==> config.mk <==
export PLATFORM = sky130hd
export DESIGN_NAME = cp0_exception_unit
export DESIGN_NICKNAME = d
export VERILOG_FILES = /design/src/rtl/cp0_exception_unit.sv
export SDC_FILE = /design/constraint.sdc
export NUM_CORES = 1
export LEC_CHECK = 0
export BUFFER_PORTS_ARGS = -buffer_cell sky130_fd_sc_hd__buf_4
export CORE_UTILIZATION = 49
export CTS_CLUSTER_DIAMETER = 40
export DETAILED_ROUTE_END_ITERATION = 16
export GPL_ROUTABILITY_DRIVEN = 0
export PLACE_DENSITY = 0.81
export RECOVER_POWER = 100
export SLEW_MARGIN = 40
export SYNTH_ARGS = -nofsm -noshare
export SYNTH_HDL_FRONTEND = slang
export SYNTH_SLANG_ARGS = --single-unit
==> constraint.sdc <==
create_clock -name clk -period 2.8 [get_ports clk]
set_input_delay 0.42 -clock clk [delete_from_list [all_inputs] [get_ports clk]]
set_output_delay 0.42 -clock clk [all_outputs]
set_load 0.02 [all_outputs]
==> src/rtl/cp0_exception_unit.sv <==
// Coprocessor-0 exception responder: decides trap requests and keeps SR, Cause
// and EPC for the handler, serving mfc0/mtc0 and EPC for eret.
module cp0_exception_unit #(
  parameter logic [31:0] PRID_VALUE = 32'h0000_4D50,
  parameter int          HW_INT_W   = 6
) (
  input  logic                clk,
  input  logic                resetn,
  input  logic [4:0]          A1,
  input  logic [4:0]          A2,
  input  logic [31:0]         DIn,
  input  logic                WE,
  input  logic [31:0]         VPC,
  input  logic                BDIn,
  input  logic [4:0]          ExcCodeIn,
  input  logic [HW_INT_W-1:0] HWInt,
  input  logic                EXLClr,
  output logic [31:0]         DOut,
  output logic [31:0]         EPCOut,
  output logic                Req
);

  localparam logic [4:0] REG_SR    = 5'd12;
  localparam logic [4:0] REG_CAUSE = 5'd13;
  localparam logic [4:0] REG_EPC   = 5'd14;
  localparam logic [4:0] REG_PRID  = 5'd15;

  logic [5:0]  r_sr_im;
  logic        r_sr_exl;
  logic        r_sr_ie;
  logic        r_cause_bd;
  logic [5:0]  r_cause_ip;
  logic [4:0]  r_cause_exc;
  logic [31:0] r_epc;

  logic        w_int_req;
  logic        w_exc_req;
  logic        w_req;
  logic [31:0] w_sr;
  logic [31:0] w_cause;
  logic        w_unused_din;

  // Trap decision; an open EXL suppresses both interrupts and exceptions.
  assign w_int_req = (|(HWInt & r_sr_im)) & r_sr_ie & ~r_sr_exl;
  assign w_exc_req = (ExcCodeIn != 5'd0) & ~r_sr_exl;
  assign w_req     = w_int_req | w_exc_req;
  assign Req       = w_req;

  assign w_sr         = {16'd0, r_sr_im, 8'd0, r_sr_exl, r_sr_ie};
  assign w_cause      = {r_cause_bd, 15'd0, r_cause_ip, 3'd0, r_cause_exc, 2'd0};
  assign EPCOut       = r_epc;
  assign w_unused_din = ^{DIn[31:16], DIn[9:2]};

  // Register state: a trap capture takes precedence over any mtc0 or eret.
  always_ff @(posedge clk) begin
    if (!resetn) begin
      r_sr_im     <= 6'd0;
      r_sr_exl    <= 1'b0;
      r_sr_ie     <= 1'b0;
      r_cause_bd  <= 1'b0;
      r_cause_ip  <= 6'd0;
      r_cause_exc <= 5'd0;
      r_epc       <= 32'd0;
    end else begin
      r_cause_ip <= HWInt;
      if (w_req) begin
        r_sr_exl    <= 1'b1;
        r_cause_exc <= w_int_req ? 5'd0 : ExcCodeIn;
        r_cause_bd  <= BDIn;
        r_epc       <= BDIn ? (VPC - 32'd4) : VPC;
      end else begin
        if (WE && (A2 == REG_SR)) begin
          r_sr_im  <= DIn[15:10];
          r_sr_ie  <= DIn[0];
          r_sr_exl <= EXLClr ? 1'b0 : DIn[1];
        end else if (EXLClr) begin
          r_sr_exl <= 1'b0;
        end else begin
          r_sr_exl <= r_sr_exl;
        end
        if (WE && (A2 == REG_EPC)) begin
          r_epc <= DIn;
        end else begin
          r_epc <= r_epc;
        end
      end
    end
  end

  // mfc0 read port, no bypass of same-cycle writes.
  always_comb begin
    DOut = 32'd0;
    case (A1)
      REG_SR:    DOut = w_sr;
      REG_CAUSE: DOut = w_cause;
      REG_EPC:   DOut = r_epc;
      REG_PRID:  DOut = PRID_VALUE;
      default:   DOut = 32'd0;
    endcase
  end

endmodule
# Word level (Yosys, flattened, before mapping)
# Cells that the tools add are included.
[word_totals]
latchBits = 0
out_inout_bits = 65
mem_bits_ro = 0
ramBits = 0
reg_bits = 52
wordCells = 37
n_memories = 0
inputBits = 90
[classes]
shifts = 0
n_mul = 0
mux = 9
bitwise = 7
div_mod_pow = 0
n_addsub = 1
n_reduce_logical = 7
n_lt_le_gt_ge = 0
n_eq_ne = 6
[op_table]
columns = ["op", "n"]
rows = [
  ["32-bit case mux with 4 select lines", 1],
  ["32-bit 2-to-1 mux", 3],
  ["32-bit by 3-bit subtractor with 32-bit output, second input constant", 1],
  ["5-bit by 4-bit equality test with 1-bit output, second input constant", 6],
  ["6-bit AND", 1],
  ["6-bit OR reduction", 1],
  ["5-bit 2-to-1 mux", 1],
  ["5-bit nonzero test", 1],
  ["1-bit 2-to-1 mux", 4],
  ["1-bit AND", 3],
  ["3-bit nonzero test", 1],
  ["1-bit logical AND", 2],
  ["1-bit NOT", 2],
  ["2-bit AND reduction", 1],
  ["2-bit nonzero test", 1],
  ["1-bit OR", 1],
]

# Depth between registers and ports, before layout
[depth]
depth_word = 7
mapped_depth = 8
depth_no_buf = 6

# Worst setup path after synthesis
# Ideal clock, no wire load.
[synth_timing]
path_kind = "input port to output port"
start = "input port HWInt[1]"
end = "output port Req"
slack_ns = 0.384
arrival_ns = 1.996
t_required_ns = 2.380
cell_stages = 5
cell_sequence = "a22oi_1 a311oi_1 nor2_1 clkinv_1 clkbuf_1"
[synth_between]
elab_chain_len = 5
[synth_lines]
columns = ["element", "line_no", "rtl"]
rows = [
  ["from (decl)", "16", "input logic [HW_INT_W-1:0] HWInt,"],
  ["6-bit AND", "44", "assign w_int_req = (|(HWInt & r_sr_im)) & r_sr_ie & ~r_sr_exl;"],
  ["6-bit OR reduction", "44", ""],
  ["1-bit AND (2 in a row)", "44", ""],
  ["1-bit OR", "46", "assign w_req = w_int_req | w_exc_req;"],
  ["to (decl)", "20", "output logic Req"],
]
# Every way passes these cells.

# Worst setup path in the final report
[layout_timing]
start = "register r_sr_im[3]"
end = "output port Req"
[layout_between]
elab_chain_len = 5
[layout_lines]
columns = ["element", "line_no", "rtl"]
rows = [
  ["from (decl)", "28", "logic [5:0] r_sr_im;"],
  ["from (signal assigned)", "73", "r_sr_im <= DIn[15:10];"],
  ["6-bit AND", "44", ""],
  ["6-bit OR reduction", "44", ""],
  ["1-bit AND (2 in a row)", "44", ""],
  ["1-bit OR", "46", ""],
]
# Every way passes these cells.

==> impl_metrics.toml <==
[outcome]
outcome = "complete, no violations"

[worst_setup_path]
reg2reg_to = "r_sr_im[2]"
r2r-start = "r_sr_im[3]"
start_kind = "register"
startpoint = "r_sr_im[3]"
crit_chain = "a22oi_1 -> a311oi_4 -> nor2_1 -> clkinv_1 -> clkbuf_1"
r2r_cells = 6
worstSetupEndpointType = "primary output"
critPathKind = "reg2out"
critPathCapture = "Req"
cp.arrival_ns = 2.04
crit_path_max_incr_delay_ns = 0.68
slowest_stage = "a311oi_4"
cp.required_ns = 2.38
ff2ff_setup_slack_ns = 0.37
cp_max_fo = 15

[global_routing]
grtUsageTotal_pct = 29.88
grt_pass1_vias = 3613
antenna_found_initial = 0
grt_remaining_overflow = 0
grt_max_degree = 55
grt_pass1_wl_um = 18120

[route]
final_antenna_net_count = 0
drc = 0
viasPerCell = 5.971
drt_iter0_drc = 275
finalWirelength_um = 11900
post_drt_wl_per_cell_um = 17.14
drt_pass1_iterations = 5
vias = 4144

[yosys]
synth_edf_count = 0
ys.flop_type = "dfxtp_1"
synth.distinct_cells = 45
yosys-top-cells-area = "dfxtp_1 (28%), nor4_1 (6.8%), o31a_1 (6.0%)"
netlist.area_leader.share_pct = 28.42
syn_nets = 554
syn_inst = 463
async_flop_share_pct = 0
ys_seq_area_share_pct = 28.42
ys.warnings.count = 0
yosysTopAreaCell = "dfxtp_1"
ys_ff_latch = 52
synthesis.area_sq_mm = 0.003664
avgSynthCellArea_sq_um = 7.913

[final_layout]
nNetsFinal = 685
n_antenna_cell = 0
layout-drive-gt1-share_pct = 21.68
area_delta_synth_final_pct = 31.28
final_common_cell = "buf_4"
postLayoutCellArea_sq_mm = 0.004810
utilization_pct = 66.31
final_cell_mix = "buf_4 (107), clkbuf_1 (60), dfxtp_1 (52)"

[sta]
slew_headroom_pct = 51.83
fmax_mhz = 406.8
finalHoldViolCount = 0
setup_viol = 0
skew_ns = 0.004645
fin_crit_sh_pct = 87.80
worstMarginPinSlew_ns = 0.7225
post-route-min-period_ns = 2.458
setup_ws_ns = 0.3416
final.setup.tns_ns = 0
rsz0062_at_grt = "no"
drv_slew = 0

[power_and_ir_drop]
p_per_area_mw_per_mm2 = 397.9
p_leak_uw = 0.001760
ir_drop_mv = 0.1862

[worst_hold_path]
hp-class = "in2reg"
hold_path_depth = 2

[clock_network]
cts_root_buf = "clkbuf_8"
htree_num_levels = 2
hold_buffers = 0
clock_sinks = 52
cts_made_buffers = 5
path_clk_slew_ns = 0.10
cts_buffer_depth = 2
cts_tree = "done"
cts_resized = 0
cts_setup_buffers = 0
clk_latency_ns = 0.31

[flow_run]
cap_violations = 0

[place]
dp_hpwl_um = 9181
placed_cell_area_sq_mm = 0.004923
pre_cts_ws_ns = 0.1955
io_buffers = 154

[floorplanning]
die_area_sq_mm = 0.007826
io_pins = 155
floorplan.initialDensity_pct = 50.51
die_h_um = 88.47
core-area_sq_mm = 0.007253
die_w_um = 88.47
num_rows = 31
## layer usage
metal	up-vias	global-route usage [%]	part of all wire [%]
met5	-	0	0
met4	0	8.358	1.7
met3	14	4.198	6.2
met2	168	47.76	47
met1	1928	42.05	45
li1	2034	-	-
## how the worst min path moves through the flow
| stage | startpoint | endpoint | slack [ns] |
|---|---|---|---|
| global route | HWInt[4] | r_cause_ip[4] | 0.31 |
| CTS | HWInt[2] | r_cause_ip[2] | 0.32 |
| detailed placement | r_sr_im[0] | r_sr_im[0] | 0.47 |
| finish | HWInt[4] | r_cause_ip[4] | 0.32 |
| global placement | r_sr_im[0] | r_sr_im[0] | 0.46 |
| floorplan | r_sr_im[4] | r_sr_im[4] | 0.44 |
## cells by family (layout without fill, tap and decap cells)
logic type / Yosys count / count (layout) / synth area share, %
and+or+nand+nor: 172 / 172 / 28.72
muxes: 19 / 19 / 5.191
adders and majority gates: 1 / 1 / 0.3415
xor gates and xnor gates: 12 / 12 / 2.869
DFF: 52 / 52 / 28.42
AOI/OAI and AO/OA: 129 / 129 / 26.33
buffers and inverters: 78 / 210 / 8.128
## registers in the layout, indices dropped and copies added (netlist names)
register,count
EPCOut,32
r_cause_ip,6
r_sr_im,6
r_cause_exc,5
r_cause_bd,1
r_sr_exl,1
r_sr_ie,1
## synthesized netlist by cell type, types with 2 or more instances
master	number
clkbuf_1	42
nor3_1	9
o41ai_1	19
o21ai_0	6
xor2_1	4
nand3b_1	4
a21oi_1	12
nor3b_1	3
o31a_1	25
mux2i_1	19
nor4_1	40
or3b_2	4
o21a_1	6
a311oi_1	2
or3_1	10
and2_1	24
nor3_2	2
xnor2_1	8
o31ai_1	10
or4_1	14
buf_2	3
a211oi_1	24
or4b_1	5
a22oi_1	7
clkinv_1	2
nor2_1	23
dfxtp_1	52
nand2_1	18
nand4bb_1	2
nor2b_1	6
a31oi_1	15
nor4b_1	2
inv_1	29
## where the power goes
group	switching, uW	internal, uW	total, uW
combinational	291	221	512
clock	259	293	551
sequential	54.9	796	851
total	604	1310	1910
## through the flow
| step | instances | total power (uW) | hold WS [ns] |
|---|---|---|---|
| 2_1_floorplan | 463 | 1139 | 0.4429 |
| 3_3_place_gp | 686 | 1402 | 0.4580 |
| 3_5_place_dp | 686 | 1414 | 0.4684 |
| 4_1_cts | 694 | 1955 | 0.3158 |
| 5_1_grt | 694 | 1995 | 0.3119 |
| 6_report | 694 | 1914 | 0.3190 |
## worst max-delay path: cells and delay by family (launching register included)
kind / cells / cell delay (ns)
AO/OA/AOI/OAI: 2 / 0.84
buffers and inverters: 2 / 0.35
flip-flops: 1 / 0.40
AND/OR/NAND/NOR: 1 / 0.13
## cell type report
cell class              count  area, sq um
fillers                   692         2444
multi-input cells         333         2341
repair buffers            171         1066
flip-flops and latches     52         1041
well taps                  99        123.9
inverters                  31        116.4
clock buffers               6        82.58
clock inverters             2        38.79
Power figures use the tool's default switching activity.
